File: src/rtl/bus_hold_src.sv
`default_nettype none
// +----------------------------------------------------------------------+
// | Module : bus_hold_src                                                |
// | Source-domain staging register that keeps o_data_a stable for at     |
// | least HOLD_CYCLES clocks, with a one-word pending buffer.            |
// | Option : BUS_HOLD_SRC_SKIP_SAME_EN drops words equal to next value.  |
// | Rev    : 1.0                                                         |
// +----------------------------------------------------------------------+
module bus_hold_src #(
    parameter int                   BUS_WIDTH   = 1,
    parameter int                   HOLD_CYCLES = 8,
    parameter logic [BUS_WIDTH-1:0] RESET_VAL   = '0
) (
    input  logic                 i_clk_a,
    input  logic                 i_rst_a,
    input  logic                 i_valid,
    input  logic [BUS_WIDTH-1:0] i_data,
    output logic                 o_ready,
    output logic [BUS_WIDTH-1:0] o_data_a,
    output logic                 o_update,
    output logic                 o_busy
);

    localparam int                 c_cnt_w   = (HOLD_CYCLES > 1) ? $clog2(HOLD_CYCLES) : 1;
    localparam logic [c_cnt_w-1:0] c_cnt_max = c_cnt_w'(HOLD_CYCLES - 1);

    typedef enum logic [1:0] {
        ST_IDLE = 2'd0,
        ST_HOLD = 2'd1,
        ST_FULL = 2'd2
    } state_t;

    logic [BUS_WIDTH-1:0] data_q, data_d;
    logic [BUS_WIDTH-1:0] pend_data_q, pend_data_d;
    logic                 pend_vld_q, pend_vld_d;
    logic [c_cnt_w-1:0]   cnt_q, cnt_d;
    logic                 update_q, update_d;

    logic   w_hold_done;
    logic   w_accept;
    logic   w_drop;
    state_t w_state;

    assign w_hold_done = (cnt_q == c_cnt_max);
    assign w_accept    = i_valid & ~pend_vld_q;

`ifdef BUS_HOLD_SRC_SKIP_SAME_EN
    // The "next value" is whatever o_data_a will eventually show.
    logic [BUS_WIDTH-1:0] w_next_val;
    assign w_next_val = pend_vld_q ? pend_data_q : data_q;
    assign w_drop     = (i_data == w_next_val);
`else
    assign w_drop     = 1'b0;
`endif

    always_comb begin
        w_state = ST_HOLD;
        if (pend_vld_q) begin
            w_state = ST_FULL;
        end else if (w_hold_done) begin
            w_state = ST_IDLE;
        end
    end

    always_comb begin
        data_d      = data_q;
        pend_data_d = pend_data_q;
        pend_vld_d  = pend_vld_q;
        update_d    = 1'b0;
        cnt_d       = w_hold_done ? cnt_q : cnt_q + c_cnt_w'(1);
        case (w_state)
            ST_FULL: begin
                if (w_hold_done) begin
                    data_d     = pend_data_q;
                    pend_vld_d = 1'b0;
                    cnt_d      = '0;
                    update_d   = 1'b1;
                end
            end
            ST_IDLE: begin
                if (w_accept && !w_drop) begin
                    data_d   = i_data;
                    cnt_d    = '0;
                    update_d = 1'b1;
                end
            end
            ST_HOLD: begin
                // Hold counter keeps running; the word waits in pending.
                if (w_accept && !w_drop) begin
                    pend_data_d = i_data;
                    pend_vld_d  = 1'b1;
                end
            end
            default: ;
        endcase
    end

    always_ff @(posedge i_clk_a or posedge i_rst_a) begin
        if (i_rst_a) begin
            data_q      <= RESET_VAL;
            pend_data_q <= '0;
            pend_vld_q  <= 1'b0;
            cnt_q       <= c_cnt_max;
            update_q    <= 1'b0;
        end else begin
            data_q      <= data_d;
            pend_data_q <= pend_data_d;
            pend_vld_q  <= pend_vld_d;
            cnt_q       <= cnt_d;
            update_q    <= update_d;
        end
    end

    assign o_data_a = data_q;
    assign o_update = update_q;
    assign o_ready  = ~pend_vld_q;
    assign o_busy   = ~w_hold_done | pend_vld_q;

endmodule
`default_nettype wire
File: config.mk
export PLATFORM = sky130hd
export DESIGN_NAME = bus_hold_src
export DESIGN_NICKNAME = d
export VERILOG_FILES = /design/src/rtl/bus_hold_src.sv
export SDC_FILE = /design/constraint.sdc
export NUM_CORES = 1
export LEC_CHECK = 0
export ABC_CLOCK_PERIOD_IN_PS = 3000
export BUFFER_PORTS_ARGS = -buffer_cell sky130_fd_sc_hd__clkbuf_2
export CAP_MARGIN = 20
export CORE_AREA = 8 8 45 47
export CTS_CLUSTER_SIZE = 12
export DETAILED_ROUTE_END_ITERATION = 7
export DIE_AREA = 0 0 53 55
export PLACE_DENSITY = 0.57
export SYNTH_ARGS = -nofsm -noshare
export SYNTH_HDL_FRONTEND = slang
export SYNTH_SLANG_ARGS = --single-unit
File: constraint.sdc
create_clock -name i_clk_a -period 3 [get_ports i_clk_a]
set_input_delay 0.3 -clock i_clk_a [delete_from_list [all_inputs] [get_ports i_clk_a]]
set_output_delay 0.3 -clock i_clk_a [all_outputs]
set_load 0.05 [all_outputs]
==> results of run 1 <==
## area by class of cell
cell class / instances / share of cell area [%]
timing repair buffer: 8 / 9.28
tap: 16 / 4.12
multi-input combinational: 26 / 40.5
sequential: 7 / 36.9
inverter: 5 / 3.87
clock buffer: 4 / 5.41
## routing by layer
metal / vias up / GRT usage, % / wire length, um / share of wire [%]
met2: 6 / 10.7 / 384 / 48
met1: 129 / 7.07 / 337 / 42
li1: 151 / - / - / -
met4: 0 / 10.3 / 44 / 5.5
met5: - / 0 / 0 / 0
met3: 4 / 1.87 / 40 / 5.0
## cell usage in the layout (no fill, tap or decap), drive strengths merged
| master | n |
|---|---|
| a22o | 1 |
| o21ai | 2 |
| dfstp | 3 |
| a21oi | 1 |
| inv | 5 |
| nand2 | 3 |
| mux2i | 2 |
| o31ai | 1 |
| xnor2 | 1 |
| ha | 4 |
| nor2 | 3 |
| a211oi | 1 |
| dfrtp | 4 |
| o2bb2ai | 1 |
| nor2b | 3 |
| nor3b | 2 |
| nand2b | 1 |
| clkbuf | 11 |
| dlygate4sd3 | 1 |
## per-stage QoR
step	utilization [%]	power, W	hold slack [ns]	cells
global route	35.1	0.000586	0.289	66
CTS	35.1	0.000548	0.254	66
detailed placement	32.5	0.000448	0.228	61
finish	35.1	0.000535	0.264	66
global placement	32.5	0.000447	0.222	61
floorplan	-	0.000411	0.101	41
## registers in the layout, summed over array words and instances (netlist names)
signal	count
cnt_q	3
o_data_a	1
o_update	1
pend_data_q	1
pend_vld_q	1
## cells by family after synthesis
| logic type | count (synthesis) | share of synthesized area [%] |
|---|---|---|
| AOI/OAI and AO/OA | 7 | 11.3 |
| xor gates and xnor gates | 1 | 2.08 |
| adders and majority gates | 4 | 11.9 |
| buffers and inverters | 8 | 11.0 |
| DFF | 7 | 42.4 |
| muxes | 2 | 4.75 |
| and+or+nand+nor | 12 | 16.6 |
## where the power goes
| part | switching (W) | total [W] | internal, W |
|---|---|---|---|
| combinational | 0.000154 | 0.000249 | 0.0000953 |
| sequential | 0.0000395 | 0.000197 | 0.000157 |
| clock | 0.0000379 | 0.0000889 | 0.0000510 |
## worst min-delay path by stage
stage | slack [ns] | start | to
6_report | 0.26 | i_data | pend_data_q$_DFFE_PP0P_
5_1_grt | 0.29 | i_data | pend_data_q$_DFFE_PP0P_
4_1_cts | 0.25 | i_data | pend_data_q$_DFFE_PP0P_
3_5_place_dp | 0.23 | i_rst_a | o_data_a$_DFFE_PP0P_
3_3_place_gp | 0.22 | i_rst_a | o_data_a$_DFFE_PP0P_
2_1_floorplan | 0.10 | i_rst_a | o_data_a$_DFFE_PP0P_
## timing repair
item / in CTS / in global routing
endpoints found under the setup margin: 0 / 0
hold buffers: 1 / 0
endpoints found under the hold margin: 4 / 0
## worst max-delay path, cell delays in order, from the launching register on
cell and delay (ns):
dfstp_2 0.55, ha_1 0.19, ha_1 0.25, nand2b_4 0.09, clkbuf_2 0.24
==> impl_metrics.env, run 1 <==
export IMPL_postRouteAntennaNets=0
export IMPL_worstSetupEndpointType="output pin"
export IMPL_diodes=0
export IMPL_regArea_um2=179
export IMPL_post_place_ws_ns=1.38
export IMPL_grt_max_degree=10
export IMPL_hp_class="input pin to register"
export IMPL_core_area_um2=1380
export IMPL_drt_pass1_iter_count=2
export IMPL_post_cts_resized=0
export IMPL_outcome="complete, no violations"
export IMPL_die_area_um2=2920
export IMPL_yosysMostFrequentCell="inv_1"
export IMPL_maxSlewHeadroom_pct=78.9
export IMPL_grt_pass1_vias=325
export IMPL_fin_crit_ns=1.88
export IMPL_synth_area_leader_cell="dfrtp_1"
export IMPL_reg2reg_slack_ns=1.41
export IMPL_drt_iter0_markers=3
export IMPL_syn_area_um2=422
export IMPL_clock_latency_ns=0.25
export IMPL_antenna_found_initial=0
export IMPL_worstReg2RegStart="cnt_q[0]$_DFF_PP1_"
export IMPL_post_drt_via_cell_ratio=4.39
export IMPL_netlist_area_leader_share_pct=23.7
export IMPL_finalSetupViolations=0
export IMPL_setup_tns_ns=0
export IMPL_synth_cell_type_count=19
export IMPL_fin_area_um2=485
export IMPL_period_share_pct=62.5
export IMPL_multiInputGateArea_um2=196
export IMPL_synth_edf_count=0
export IMPL_cp_required_ns=2.70
export IMPL_clk_pin_slew_ns=0.05
export IMPL_drcViolationCount=0
export IMPL_slew_viol_final=0
export IMPL_final_net_count=59
export IMPL_syn_area_per_cell_um2=10.3
export IMPL_cap_violations=0
export IMPL_reg2regPathDepth=4
export IMPL_clockRootBuffer="clkbuf_4"
export IMPL_critPathLaunchType="register"
export IMPL_endpoint="o_busy"
export IMPL_vias=290
export IMPL_grt_usage_pct=7.24
export IMPL_synthFlopType="dfrtp_1"
export IMPL_port_buffers=7
export IMPL_ys_seq_area_share_pct=42.4
export IMPL_p_leak_nw=0.246
export IMPL_cts_buffers=3
export IMPL_critPathKind="register to output pin"
export IMPL_grt_remaining_overflow=0
export IMPL_die_x_um=53
export IMPL_row_count=14
export IMPL_tightest_slew_ns=0.316
export IMPL_grt_first_pass_wirelength_mm=1.44
export IMPL_async_flop_share_pct=100
export IMPL_synth_warnings=0
export IMPL_start_util_pct=30.5
export IMPL_p_per_area_nw_per_um2=1100
export IMPL_min_path_cells=3
export IMPL_ys_seq_elements=7
export IMPL_path_max_fanout=5
export IMPL_syn_inst=41
export IMPL_rsz0062_at_grt="no"
export IMPL_cp_arrival_ns=1.58
export IMPL_ctsHtreeMaxLevel=1
export IMPL_drive_above_1_share_pct=28.0
export IMPL_place_congestion=0.653
export IMPL_hpwl_um=559
export IMPL_finalHoldViolCount=0
export IMPL_worst_slack_ns=1.12
export IMPL_cts_tree="built"
export IMPL_floorplan_io_pins=8
export IMPL_wl_um=807
export IMPL_wire_per_inst_um=12.2
export IMPL_peakVddDrop_mv=0.305
export IMPL_die_y_um=55
export IMPL_area_growth_pct=15.1
export IMPL_syn_num_nets=49
export IMPL_n_fill_cell=154
export IMPL_rr_endpoint="o_data_a$_DFFE_PP0P_"
export IMPL_crit_start="cnt_q[0]$_DFF_PP1_"
export IMPL_post_cts_buffers=0
export IMPL_clock_path_buffers=2
export IMPL_synthTopCellsByArea="dfrtp_1 (24%), dfstp_2 (19%), ha_1 (12%), buf_6 (5.3%), mux2i_1 (4.7%)"
export IMPL_synth_common_cells="inv_1 (5), dfrtp_1 (4), ha_1 (4)"
export IMPL_clock_sinks=7
export IMPL_place_area_um2=449
export IMPL_fmax_mhz=533
export IMPL_fin_worst_skew_ns=0.000821
(Power assumes the default switching activity.)
==> inputs of run 2 (changes only) <==
--- a/config.mk
+++ b/config.mk
@@ -5,7 +5,7 @@
 export SDC_FILE = /design/constraint.sdc
 export NUM_CORES = 1
 export LEC_CHECK = 0
-export ABC_CLOCK_PERIOD_IN_PS = 3000
+export ABC_CLOCK_PERIOD_IN_PS = 1800
 export BUFFER_PORTS_ARGS = -buffer_cell sky130_fd_sc_hd__clkbuf_2
 export CAP_MARGIN = 20
 export CORE_AREA = 8 8 45 47
==> constraint.sdc (replaced) <==
create_clock -name i_clk_a -period 1.8 [get_ports i_clk_a]
set_input_delay 0.18 -clock i_clk_a [delete_from_list [all_inputs] [get_ports i_clk_a]]
set_output_delay 0.18 -clock i_clk_a [all_outputs]
set_load 0.05 [all_outputs]
==> impl_metrics.env, run 2 (synthesis gave the netlist of run 1 again) <==
export IMPL_outcome="complete, no violations"
export IMPL_grt_usage_pct=6.48
export IMPL_hpwl_um=561
export IMPL_postRouteAntennaNets=0
export IMPL_worstSetupEndpointType="output pin"
export IMPL_period_share_pct=93.5
export IMPL_tightest_slew_ns=0.280
export IMPL_clockRootBuffer="clkbuf_4"
export IMPL_post_place_ws_ns=0.151
export IMPL_p_per_area_nw_per_um2=1810
export IMPL_maxSlewHeadroom_pct=81.4
export IMPL_die_y_um=55
export IMPL_drive_above_1_share_pct=33.3
export IMPL_drt_iter0_markers=9
export IMPL_start_util_pct=30.5
export IMPL_clock_path_buffers=2
export IMPL_layout_common_cells="clkbuf_2 (6), inv_1 (5), dfrtp_1 (4)"
export IMPL_die_area_um2=2920
export IMPL_fmax_mhz=594
export IMPL_die_x_um=53
export IMPL_drcViolationCount=0
export IMPL_place_congestion=0.692
export IMPL_dp_cells=62
export IMPL_vias=291
export IMPL_slew_viol_final=0
export IMPL_largest_register_ffs=3
export IMPL_grt_remaining_overflow=0
export IMPL_floorplan_io_pins=8
export IMPL_grt_pass1_vias=303
export IMPL_regMostFlops="cnt_q"
export IMPL_fin_area_um2=507
export IMPL_final_common_cell="clkbuf_2"
export IMPL_critPathLaunchType="register"
export IMPL_path_buf_inv=1
export IMPL_core_area_um2=1380
export IMPL_clock_latency_ns=0.25
export IMPL_p_leak_nw=0.252
export IMPL_grt_first_pass_wirelength_mm=1.37
export IMPL_post_cts_buffers=0
export IMPL_ctsHtreeMaxLevel=1
export IMPL_setup_tns_ns=0
export IMPL_clock_sinks=7
export IMPL_cp_slowest_stage_delay_ns=0.55
export IMPL_crit_path_top_delay_cell="dfstp_2"
export IMPL_finalHoldViolCount=0
export IMPL_cp_required_ns=1.62
export IMPL_place_area_um2=457
export IMPL_fin_worst_skew_ns=0.00260
export IMPL_row_count=14
export IMPL_fin_crit_ns=1.68
export IMPL_drt_pass1_iter_count=4
export IMPL_diodes=0
export IMPL_rsz0062_at_grt="no"
export IMPL_port_buffers=7
export IMPL_finalSetupViolations=0
export IMPL_cap_violations=0
export IMPL_cts_tree="built"
export IMPL_final_net_count=60
export IMPL_clk_pin_slew_ns=0.05
export IMPL_peakVddDrop_mv=0.551
export IMPL_critPathKind="register to output pin"
export IMPL_crit_path_cell_trace="ha_1, ha_4, nand2b_4, buf_2"
export IMPL_path_max_fanout=5
export IMPL_wire_per_inst_um=11.3
export IMPL_fin_cells=67
export IMPL_worst_slack_ns=0.117
export IMPL_grt_max_degree=10
export IMPL_critical_path_top_delay_family="flip-flops"
export IMPL_antenna_found_initial=0
export IMPL_hp_class="input pin to register"
export IMPL_cp_arrival_ns=1.50
export IMPL_wl_um=756
export IMPL_cts_buffers=3
export IMPL_post_drt_via_cell_ratio=4.34
export IMPL_area_growth_pct=20.2
[run 2: changes by cell type in the layout (fill, tap and decap cells not counted), sizes merged]
cell / before / now
buf: 0 / 2
clkbuf: 11 / 9
clkinv: 0 / 1
[run 2: through the flow]
| stage | util (%) | hold slack, ns | power [W] |
|---|---|---|---|
| after floorplan | - | -0.0188 | 0.000686 |
| after global placement | 33.0 | 0.103 | 0.000753 |
| after detailed placement | 33.0 | 0.101 | 0.000758 |
| after CTS | 35.9 | 0.141 | 0.000914 |
| after global routing | 36.6 | 0.197 | 0.00100 |
| final | 36.6 | 0.149 | 0.000916 |
[run 2: path summary, 6_finish.rpt]
path,start,end,slack (ns),depth (start not counted)
max in group asynchronous,i_rst_a,cnt_q[2]$_DFF_PP1_,1.16,3
min in group asynchronous,i_rst_a,pend_data_q$_DFFE_PP0P_,0.37,3
worst min-delay path,i_data,pend_data_q$_DFFE_PP0P_,0.15,3
worst min register to register,cnt_q[0]$_DFF_PP1_,cnt_q[0]$_DFF_PP1_,0.50,1
worst max-delay path,cnt_q[0]$_DFF_PP1_,o_busy,0.12,4
worst max register to register,cnt_q[0]$_DFF_PP1_,o_data_a$_DFFE_PP0P_,0.20,4
[run 2: what timing repair did]
item                                   4_1_cts  5_1_grt
pin swaps                                    0        0
resized for setup                            1        2
gates cloned                                 0        0
endpoints found under the hold margin        4        0
hold buffers                                 1        0
setup endpoints to repair                    1        1
[run 2: layer usage]
metal	track usage, %	routed length, um	vias to the layer above
li1	-	-	153
met5	0	0	-
met1	7.86	327	131
met3	4.01	59	0
met4	2.59	0	0
met2	8.98	370	7
[run 2: tightest hold or removal path, stage by stage]
cell	delay, ns
clkbuf_2	0.09
nand2_1	0.04
o21ai_0	0.06
[run 2: report_power, final]
part / total (W) / internal (W) / switching, W
logic: 0.000444 / 0.000175 / 0.000269
clock network: 0.000142 / 0.0000813 / 0.0000610
registers: 0.000330 / 0.000262 / 0.0000676
[run 2: layout make-up]
type,instances,area [um^2]
clock buffers,3,22.5
inverters,5,18.8
well taps,16,20.0
fillers,144,877
clock inverters,1,5.00
flip-flops and latches,7,179
repair buffers,9,52.6
multi-input cells,26,209
==> inputs of run 3 (changes only) <==
--- a/config.mk
+++ b/config.mk
@@ -12,6 +12,7 @@
 export CTS_CLUSTER_SIZE = 12
 export DETAILED_ROUTE_END_ITERATION = 7
 export DIE_AREA = 0 0 53 55
+export GPL_TIMING_DRIVEN = 0
 export PLACE_DENSITY = 0.57
 export SYNTH_ARGS = -nofsm -noshare
 export SYNTH_HDL_FRONTEND = slang
==> impl_metrics.env, run 3 (synthesis gave the netlist of run 1 again) <==
export IMPL_post_drt_via_cell_ratio=4.49
export IMPL_layout_common_cells="clkbuf_2 (6), inv_1 (5), clkbuf_4 (4), dfrtp_1 (4)"
export IMPL_path_max_fanout=5
export IMPL_clock_latency_ns=0.26
export IMPL_postRouteAntennaNets=0
export IMPL_slew_viol_final=0
export IMPL_grt_first_pass_wirelength_mm=1.44
export IMPL_clockRootBuffer="clkbuf_4"
export IMPL_worst_slack_ns=0.0829
export IMPL_finalHoldViolCount=0
export IMPL_drive_above_1_share_pct=35.8
export IMPL_grt_pass1_vias=320
export IMPL_fin_worst_skew_ns=0.00235
export IMPL_cp_arrival_ns=1.54
export IMPL_period_share_pct=95.4
export IMPL_clk_pin_slew_ns=0.06
export IMPL_final_core_util_pct=39.1
export IMPL_drcViolationCount=0
export IMPL_regArea_um2=179
export IMPL_place_congestion=0.667
export IMPL_cts_buffers=3
export IMPL_die_x_um=53
export IMPL_worstSetupEndpointType="output pin"
export IMPL_hpwl_um=596
export IMPL_fmax_mhz=582
export IMPL_peakVddDrop_mv=0.435
export IMPL_fin_crit_ns=1.72
export IMPL_hp_class="input pin to register"
export IMPL_drt_pass1_iter_count=4
export IMPL_wl_um=840
export IMPL_multiInputGateArea_um2=221
export IMPL_n_fill_cell=147
export IMPL_drt_iter0_markers=5
export IMPL_largest_register_ffs=3
export IMPL_critPathLaunchType="register"
export IMPL_diodes=0
export IMPL_cp_required_ns=1.62
export IMPL_port_buffers=7
export IMPL_critPathKind="register to output pin"
export IMPL_grt_max_degree=10
export IMPL_reg2reg_slack_ns=0.27
export IMPL_finalSetupViolations=0
export IMPL_maxSlewHeadroom_pct=81.4
export IMPL_post_place_ws_ns=0.192
export IMPL_grt_usage_pct=6.90
export IMPL_p_leak_nw=0.263
export IMPL_die_y_um=55
export IMPL_final_net_count=62
export IMPL_regMostFlops="cnt_q"
export IMPL_p_per_area_nw_per_um2=1810
export IMPL_cap_violations=0
export IMPL_cts_tree="built"
export IMPL_tightest_slew_ns=0.278
export IMPL_clock_path_buffers=2
export IMPL_ctsHtreeMaxLevel=1
export IMPL_antenna_found_initial=0
export IMPL_rsz0062_at_grt="no"
export IMPL_floorplan_io_pins=8
export IMPL_core_area_um2=1380
export IMPL_wire_per_inst_um=12.2
export IMPL_setup_tns_ns=0
export IMPL_die_area_um2=2920
export IMPL_start_util_pct=30.5
export IMPL_row_count=14
export IMPL_fin_hold_ws_ns=0.146
export IMPL_total_power_w=0.000979
export IMPL_final_common_cell="clkbuf_2"
export IMPL_vias=310
export IMPL_area_growth_pct=28.2
export IMPL_grt_remaining_overflow=0
export IMPL_clock_sinks=7
export IMPL_outcome="complete, no violations"
[run 3: changes by cell type in the layout (fill, tap and decap cells not counted), sizes merged]
cell    delta
buf        +1
clkbuf     +2
clkinv     -1
[run 3: layout make-up]
class                      instances  share of cell area, %
multi-input combinational         26                   41.0
sequential                         7                   33.1
timing repair buffer               8                   8.80
buffer                             3                   5.09
clock buffer                       4                   4.86
tap                               16                   3.70
inverter                           5                   3.47
[run 3: worst paths after layout]
| path | from | to | cells after the start |
|---|---|---|---|
| max | cnt_q[0]$_DFF_PP1_ | o_busy | 5 |
| max reg2reg | cnt_q[0]$_DFF_PP1_ | o_data_a$_DFFE_PP0P_ | 5 |
| max in group asynchronous | i_rst_a | cnt_q[2]$_DFF_PP1_ | 3 |
| min reg2reg | o_data_a$_DFFE_PP0P_ | o_data_a$_DFFE_PP0P_ | 1 |
| min | i_data | pend_data_q$_DFFE_PP0P_ | 3 |
| min in group asynchronous | i_rst_a | pend_data_q$_DFFE_PP0P_ | 3 |
[run 3: metrics by stage]
| step | cell area (um^2) | std cells |
|---|---|---|
| after CTS | 528 | 69 |
| after floorplan | 422 | 41 |
| after detailed placement | 477 | 64 |
| after global routing | 541 | 69 |
| final | 541 | 69 |
| after global placement | 477 | 64 |
[run 3: timing repair]
item | CTS | global route
hold endpoints to repair | 4 | 0
gates cloned | 0 | 0
hold buffers | 1 | 0
pin swaps | 0 | 0
setup endpoints to repair | 1 | 1
setup buffers | 0 | 0
gates resized for setup | 3 | 2
[run 3: critical path, cell delays in order, from the launching register on]
cell	delay, ns
dfstp_2	0.57
ha_4	0.17
ha_4	0.16
nand2b_4	0.05
buf_6	0.12
clkbuf_4	0.20
[run 3: power breakdown]
group	leakage [nW]	switching, W	internal [W]	total, W
registers	0.0798	0.0000599	0.000263	0.000323
clock network	0.0150	0.0000685	0.0000853	0.000154
logic	0.168	0.000292	0.000210	0.000502
[run 3: routing by layer]
layer | part of all wire (%) | wire length [um] | GRT usage, %
met5 | 0 | 0 | 0
met2 | 48 | 405 | 11.1
met3 | 4.3 | 36 | 1.87
met4 | 1.9 | 16 | 6.47
met1 | 45 | 381 | 7.20
